$ cat config.mk
export PLATFORM = sky130hd
export DESIGN_NAME = adder_arbiter
export DESIGN_NICKNAME = d
export VERILOG_FILES = /design/src/rtl/adder_arbiter.sv
export SDC_FILE = /design/constraint.sdc
export NUM_CORES = 1
export LEC_CHECK = 0
export CAP_MARGIN = 40
export CORE_AREA = 2 2 122 124
export CTS_BUF_LIST = sky130_fd_sc_hd__clkbuf_16
export DETAILED_ROUTE_END_ITERATION = 8
export DIE_AREA = 0 0 124 126
export SLEW_MARGIN = 20
export SYNTH_ARGS = -nofsm -noshare
export SYNTH_HDL_FRONTEND = slang
export SYNTH_SLANG_ARGS = --single-unit
export TNS_END_PERCENT = 5
$ cat constraint.sdc
create_clock -name clk -period 10.7 [get_ports clk]
set_clock_uncertainty 0.1 [all_clocks]
set_input_delay 1.07 -clock clk [delete_from_list [all_inputs] [get_ports clk]]
set_output_delay 1.07 -clock clk [all_outputs]
set_load 0.005 [all_outputs]
$ cat src/rtl/adder_arbiter.sv
// Round-robin arbiter that lets two valid/ready requesters share one flag-generating adder.
// Each transaction takes three states (accept, execute, respond) and ends on a tagged, backpressured response port.
module adder_arbiter #(
  parameter int unsigned WIDTH = 16
) (
  input  logic             clk,
  input  logic             rst,
  input  logic             req0_valid,
  input  logic [WIDTH-1:0] req0_a,
  input  logic [WIDTH-1:0] req0_b,
  output logic             req0_ready,
  input  logic             req1_valid,
  input  logic [WIDTH-1:0] req1_a,
  input  logic [WIDTH-1:0] req1_b,
  output logic             req1_ready,
  output logic             rsp_valid,
  output logic             rsp_id,
  output logic [WIDTH-1:0] rsp_z,
  output logic [4:0]       rsp_flags,
  input  logic             rsp_ready,
  output logic             busy
);

  typedef enum logic [1:0] {IDLE, EXEC, RESP} state_t;

  state_t           state_q, state_d;
  logic             ptr_q, ptr_d;
  logic [WIDTH-1:0] op_a_q, op_a_d;
  logic [WIDTH-1:0] op_b_q, op_b_d;
  logic             id_q, id_d;
  logic             rsp_valid_q, rsp_valid_d;
  logic             rsp_id_q, rsp_id_d;
  logic [WIDTH-1:0] rsp_z_q, rsp_z_d;
  logic [4:0]       rsp_flags_q, rsp_flags_d;

  logic [WIDTH-1:0] add_z;
  logic             add_carry, add_zero, add_sign, add_parity, add_overflow;
  logic             grant0, grant1;

  Adder u_adder (
    .A        (op_a_q),
    .B        (op_b_q),
    .Z        (add_z),
    .carry    (add_carry),
    .zero     (add_zero),
    .sign     (add_sign),
    .parity   (add_parity),
    .overflow (add_overflow)
  );

  // Readies are gated by rst so nothing can be accepted while reset is held.
  always_comb begin
    grant0     = req0_valid & (~ptr_q | ~req1_valid);
    grant1     = req1_valid & ( ptr_q | ~req0_valid);
    req0_ready = (state_q == IDLE) & grant0 & ~rst;
    req1_ready = (state_q == IDLE) & grant1 & ~rst;
  end

  always_comb begin
    state_d     = state_q;
    ptr_d       = ptr_q;
    op_a_d      = op_a_q;
    op_b_d      = op_b_q;
    id_d        = id_q;
    rsp_valid_d = rsp_valid_q;
    rsp_id_d    = rsp_id_q;
    rsp_z_d     = rsp_z_q;
    rsp_flags_d = rsp_flags_q;
    case (state_q)
      IDLE: begin
        if (req0_ready) begin
          op_a_d  = req0_a;
          op_b_d  = req0_b;
          id_d    = 1'b0;
          ptr_d   = 1'b1;
          state_d = EXEC;
        end else if (req1_ready) begin
          op_a_d  = req1_a;
          op_b_d  = req1_b;
          id_d    = 1'b1;
          ptr_d   = 1'b0;
          state_d = EXEC;
        end
      end
      EXEC: begin
        rsp_z_d     = add_z;
        rsp_flags_d = {add_carry, add_zero, add_sign, add_parity, add_overflow};
        rsp_id_d    = id_q;
        rsp_valid_d = 1'b1;
        state_d     = RESP;
      end
      RESP: begin
        if (rsp_ready) begin
          rsp_valid_d = 1'b0;
          state_d     = IDLE;
        end
      end
      default: state_d = IDLE;
    endcase
  end

  always_ff @(posedge clk or posedge rst) begin
    if (rst) begin
      state_q     <= IDLE;
      ptr_q       <= 1'b0;
      op_a_q      <= '0;
      op_b_q      <= '0;
      id_q        <= 1'b0;
      rsp_valid_q <= 1'b0;
      rsp_id_q    <= 1'b0;
      rsp_z_q     <= '0;
      rsp_flags_q <= '0;
    end else begin
      state_q     <= state_d;
      ptr_q       <= ptr_d;
      op_a_q      <= op_a_d;
      op_b_q      <= op_b_d;
      id_q        <= id_d;
      rsp_valid_q <= rsp_valid_d;
      rsp_id_q    <= rsp_id_d;
      rsp_z_q     <= rsp_z_d;
      rsp_flags_q <= rsp_flags_d;
    end
  end

  always_comb begin
    rsp_valid = rsp_valid_q;
    rsp_id    = rsp_id_q;
    rsp_z     = rsp_z_q;
    rsp_flags = rsp_flags_q;
    busy      = (state_q != IDLE);
  end

endmodule

// 16-bit adder producing sum plus carry, zero, sign, even-parity and signed-overflow flags.
module Adder (
  input  logic [15:0] A,
  input  logic [15:0] B,
  output logic [15:0] Z,
  output logic        carry,
  output logic        zero,
  output logic        sign,
  output logic        parity,
  output logic        overflow
);

  logic [16:0] sum;

  always_comb begin
    sum      = {1'b0, A} + {1'b0, B};
    Z        = sum[15:0];
    carry    = sum[16];
    zero     = (sum[15:0] == '0);
    sign     = sum[15];
    parity   = ~^sum[15:0];
    overflow = (A[15] == B[15]) && (sum[15] != A[15]);
  end

endmodule

Word level (Yosys, flattened, before mapping). Cells that the tools add are included.

$add $sub $neg: 1. Eq/ne operators: 6. Muxes and demuxes: 14. Reductions and logical operators: 10. Bitwise logic cells: 12.

Operators with widths (count): $mux W16 (4); $add A16 B16 Y17 (1); $logic_not A16 Y1 (1); $reduce_xnor A16 Y1 (1); $and A1 B1 Y1 (6); $mux W2 (3); $pmux W2 S3 (1); $reduce_and A2 Y1 (3); $reduce_bool A2 Y1 (3); $mux W1 (5); $not A1 Y1 (4); $ne A3 B3 Y1 const B (1); $eq A2 B1 Y1 const B (1); $eq A2 B2 Y1 const B (1); $logic_not A2 Y1 (1); $ne A2 B2 Y1 const B (1); $or A1 B1 Y1 (2); $pmux W1 S2 (1); $eq A1 B1 Y1 (1); $logic_and A1 B1 Y1 (1); $ne A1 B1 Y1 (1).

Register bits: 59. Output and inout bits: 26.

Longest topological paths before layout.
Depth in word-level cells: 8. Depth in mapped cells: 17. Depth with buffers taken out: 17.

Cells and area by module. Synthesis repeated with hierarchy kept, for this count alone.

Cells, all modules: 404. Area total of the unflattened synthesis: 3838.7 sq um.

Modules (own cells, without submodules): adder_arbiter (cells each 259, area an instance 2717.6 sq um, times used 1); Adder (cells each 145, area an instance 1121.1 sq um, times used 1).

Least setup slack after synthesis. Ideal clock, no wire load.

Kind: reg2reg. From: register op_a_q[0]. To: register rsp_flags_q[1] (netlist: rsp_flags[1]). Data required time: 10.517 ns. Cell stages (with the launch flop): 18. Arrival: 3.197 ns. Slack: 7.320 ns. Path buffers: 0. Cell sequence: dfrtp_1 > ha_1 > inv_1 > fa_1 > nor2b_1 > o2111ai_2 > a21oi_2 > o21ai_0 > nand2b_1 > a21oi_1 > xor2_1 > ha_1 > xor2_1 > xnor2_1 > xnor2_1 > xnor3_1 > xor2_1 > o21ai_0.

Cells in the longest elaborated chain, start to end: 2.

Ends and longest elaborated chain: start, declared (RTL line 28) `logic [WIDTH-1:0] op_a_q, op_a_d;`; start signal, assigned (RTL line 116) `op_a_q <= op_a_d;`; $add A16 B16 Y17 (RTL line 151) `sum = {1'b0, A} + {1'b0, B};`; $reduce_xnor A16 Y1 (RTL line 156) `parity = ~^sum[15:0];`; end signal, assigned (RTL line 122) `rsp_flags_q <= rsp_flags_d;`; end, declared (RTL line 34) `logic [4:0] rsp_flags_q, rsp_flags_d;`.

No other way between the ends. A chain may end at the register's enable or synchronous reset.

Final worst setup path.
From: input port rst. To: output port req1_ready.

Cells in the longest elaborated chain, start to end: 2.

Ends and longest elaborated chain: start, declared (RTL line 7) `input logic rst,`; $not A1 Y1 (RTL line 56) `req1_ready = (state_q == IDLE) & grant1 & ~rst;`; $and A1 B1 Y1 (RTL line 56); end, declared (RTL line 15) `output logic req1_ready,`.

No other way between the ends.

==> metrics.md <==
| Metric | Value |
|---|---|
| Final Wtd Congestion | `0.8932` |
| Vias in the first global route | `3078` |
| # H-tree levels | `3` |
| Dominant cell by count in the synthesized netlist | `nand2_1` |
| Post-synth top flop | `dfrtp_1` |
| Initial antenna violation count | `0` |
| RSZ-0062 raised after global routing | `no` |
| DRC | `0` |
| F_max | `222.5 MHz` |
| Final setup vio count | `0` |
| Reg clk slew, reported paths | `0.05 ns` |
| Drt wl/cell | `13.54 microns` |
| Ant diodes | `0` |
| Cell chain of the critical path | `clkdlybuf4s50_1 > nor2_1 > nand3_1 > buf_4 > inv_1 > buf_8 > clkdlybuf4s50_1` |
| R2R cell count | `17` |
| Port bufs | `94` |
| Maximum buffer depth of the clock tree | `2` |
| Slew Limit Headroom | `51.79%` |
| Core area | `14310 sq um` |
| Total iterations of the first detailed-routing run | `4` |
| Clock root buffer | `clkbuf_16` |
| Die height | `126 microns` |
| Initial Util | `23.72%` |
| Post-synth top area share | `42.74%` |
| CTS Buf Count | `9` |
| Routed vias | `3050` |
| Crit path max fanout | `36` |
| Register bit total from synthesis | `58` |
| Largest area contributor in the netlist | `dfrtp_1` |
| Clk sinks | `58` |
| Worst hold stages | `2` |
| Outcome | `finished, final reports clean` |
| Post-DRT Antenna Nets | `0` |
| Reg2reg start | `op_a_q[0]` |
| Crit start category | `input pin` |
| Final Max Slew Viols | `0` |
| Cell seen most often among critical-path stages | `clkdlybuf4s50_1` |
| Area growth, synth to finish | `42.89%` |
| Top cells by count, synth | `nand2_1 (103), dfrtp_1 (58), nor2_1 (36)` |
| Req. time, crit path | `9.53 ns` |
| Resize count post-CTS | `0` |
| Setup bufs post-CTS | `0` |
| Sink of the worst hold path | `rsp_id` |
| Sequential-to-total area share from yosys stat | `42.74%` |
| Yosys cell types | `39` |
| Hold-fix buffers, CTS | `0` |
| PD cells | `448.5 nW/um^2` |
| VDD IR max | `0.1934 mV` |
| Warnings from Yosys | `0` |
| Largest net degree at the start of global routing | `59` |
| Final nets | `579` |
| Post-Syn Area per Cell | `8.597 sq um` |
| Share of cells above drive strength 1 | `6.925%` |
| Final hold vios | `0` |
| Die area | `15620 sq um` |
| CP max-delay cell | `clkdlybuf4s50_1` |
| DP HPWL | `7285 microns` |
| Iteration-0 DRC Markers | `185` |
| CP endpoint kind | `primary output` |
| Fin worst setup slack | `6.206 ns` |
| Top Ports | `95` |
| Syn Inst Count | `395` |
| CTS tree | `done` |
| Fin crit share | `42.00%` |
| Vias per cell | `4.519` |
| Number of flops mapped to enable cells by yosys | `0` |
| Area contributors post-synth | `dfrtp_1 (43%), nand2_1 (11%), ha_1 (8.5%), a31oi_1 (5.9%), nor2_1 (4.0%)` |
| Biggest cell delay along the critical path | `0.51 ns` |
| Grt ovf | `0` |
| Critical path class | `in2out` |
| FP Rows | `44` |
| Cell area after synthesis | `3396 sq um` |
| First-pass GRT wire length | `15090 microns` |
| LEAKAGE | `2.142 nW` |
| Setup crit start | `rst` |
| Max Cap Viol | `0` |
| Clock Latency Late Sink | `0.32 ns` |
| WP data arrival | `3.32 ns` |
| Placement Setup Slack | `6.188 ns` |
| Die X | `124 microns` |
| FF-to-FF setup slack | `7.01 ns` |
| Hold Path Origin | `rsp_id` |
| Ys async rst share | `100.0%` |
| Setup TNS | `0 ns` |
| R2r endpoint | `rsp_flags[1]` |
| Total GRT Usage | `12.42%` |
| Net Count, Synth | `488` |
| Final critical-path required period | `4.494 ns` |
| Worst-Margin Slew | `0.7231 ns` |
| Routed Wire Length | `9139 microns` |
| Min-delay worst type | `reg2reg` |
placed cells by master, fill, tap and decap left out, types with 2 or more instances in the layout:
cell type        instances
a211o_1                  2
a21o_1                   5
a21oi_1                  8
a21oi_2                  4
a22oi_1                  5
a31oi_1                 32
buf_4                    3
clkbuf_16                9
clkdlybuf4s50_1         94
clkinv_1                 2
clkinv_2                 3
dfrtp_1                 58
ha_1                    23
inv_1                   11
nand2_1                103
nand2b_1                 6
nand3_1                 10
nand4_1                  4
nor2_1                  36
nor2b_1                  2
nor3_1                   2
o211ai_1                 3
o21ai_0                 22
o21ai_1                  2
xnor2_1                 10
xor2_1                  10
worst max-delay path, delay by kind of cell:
kind / cells / cell delay (ns)
buffers and inverters: 5 / 1.86
and+or+nand+nor: 2 / 0.36
through the flow:
step	hold slack [ns]	power, W	cells	utilization [%]	instance area, sq um
global route	0.4016	0.002396	675	33.90	4852
finish	0.3760	0.002176	675	33.90	4852
CTS	0.3747	0.002195	675	33.90	4852
global placement	0.3614	0.001868	656	31.53	4513
detailed placement	0.3619	0.001920	659	31.91	4567
floorplan	0.3386	0.001545	395	-	3396
logic make-up (layout without fill, tap and decap cells):
group                      after synthesis  in the layout  synth area share [%]
buffers and inverters                   32            128                 3.721
adders and majority gates               24             24                 9.064
xor gates and xnor gates                21             21                 5.821
AOI/OAI and AO/OA                       91             91                 17.65
DFF                                     58             58                 42.74
and+or+nand+nor                        169            169                 21.00
worst max-delay path by stage:
stage	cells past startpoint	slack [ns]	endpoint
finish	7	6.21	req1_ready
global route	7	6.02	req1_ready
CTS	7	6.18	req1_ready
detailed placement	7	6.19	req1_ready
global placement	5	5.94	req0_ready
floorplan	17	7.32	rsp_flags[1]
where the power goes:
part / total (W) / internal, W / switching, W
clock: 0.000273 / 0.000177 / 0.0000957
combinational: 0.00150 / 0.000746 / 0.000756
sequential: 0.000402 / 0.000331 / 0.0000715
per-layer routing:
layer | up-vias | wire, microns | GRT usage (%)
li1 | 1543 | - | -
met1 | 1407 | 4362 | 17.07
met2 | 82 | 4006 | 18.71
met3 | 18 | 515 | 2.763
met4 | 0 | 255 | 5.288
met5 | - | 0 | 0
flip-flops by register name, indices dropped and copies added (netlist names):
signal and count:
rsp_valid 1, ptr_q 1, op_a_q 16, rsp_z 15, state_q 2, op_b_q 16, id_q 1, rsp_flags 5
rsp_id 1
final cells by class:
cell class,instances,area [sq um]
clock inverters,7,60.06
well taps,184,230.2
inverters,12,45.04
repair buffers,100,1017
fillers,1475,9462
clock buffers,9,225.2
multi-input cells,305,1823
flip-flops and latches,58,1451
Note: power is estimated with default switching activity, not from simulation.
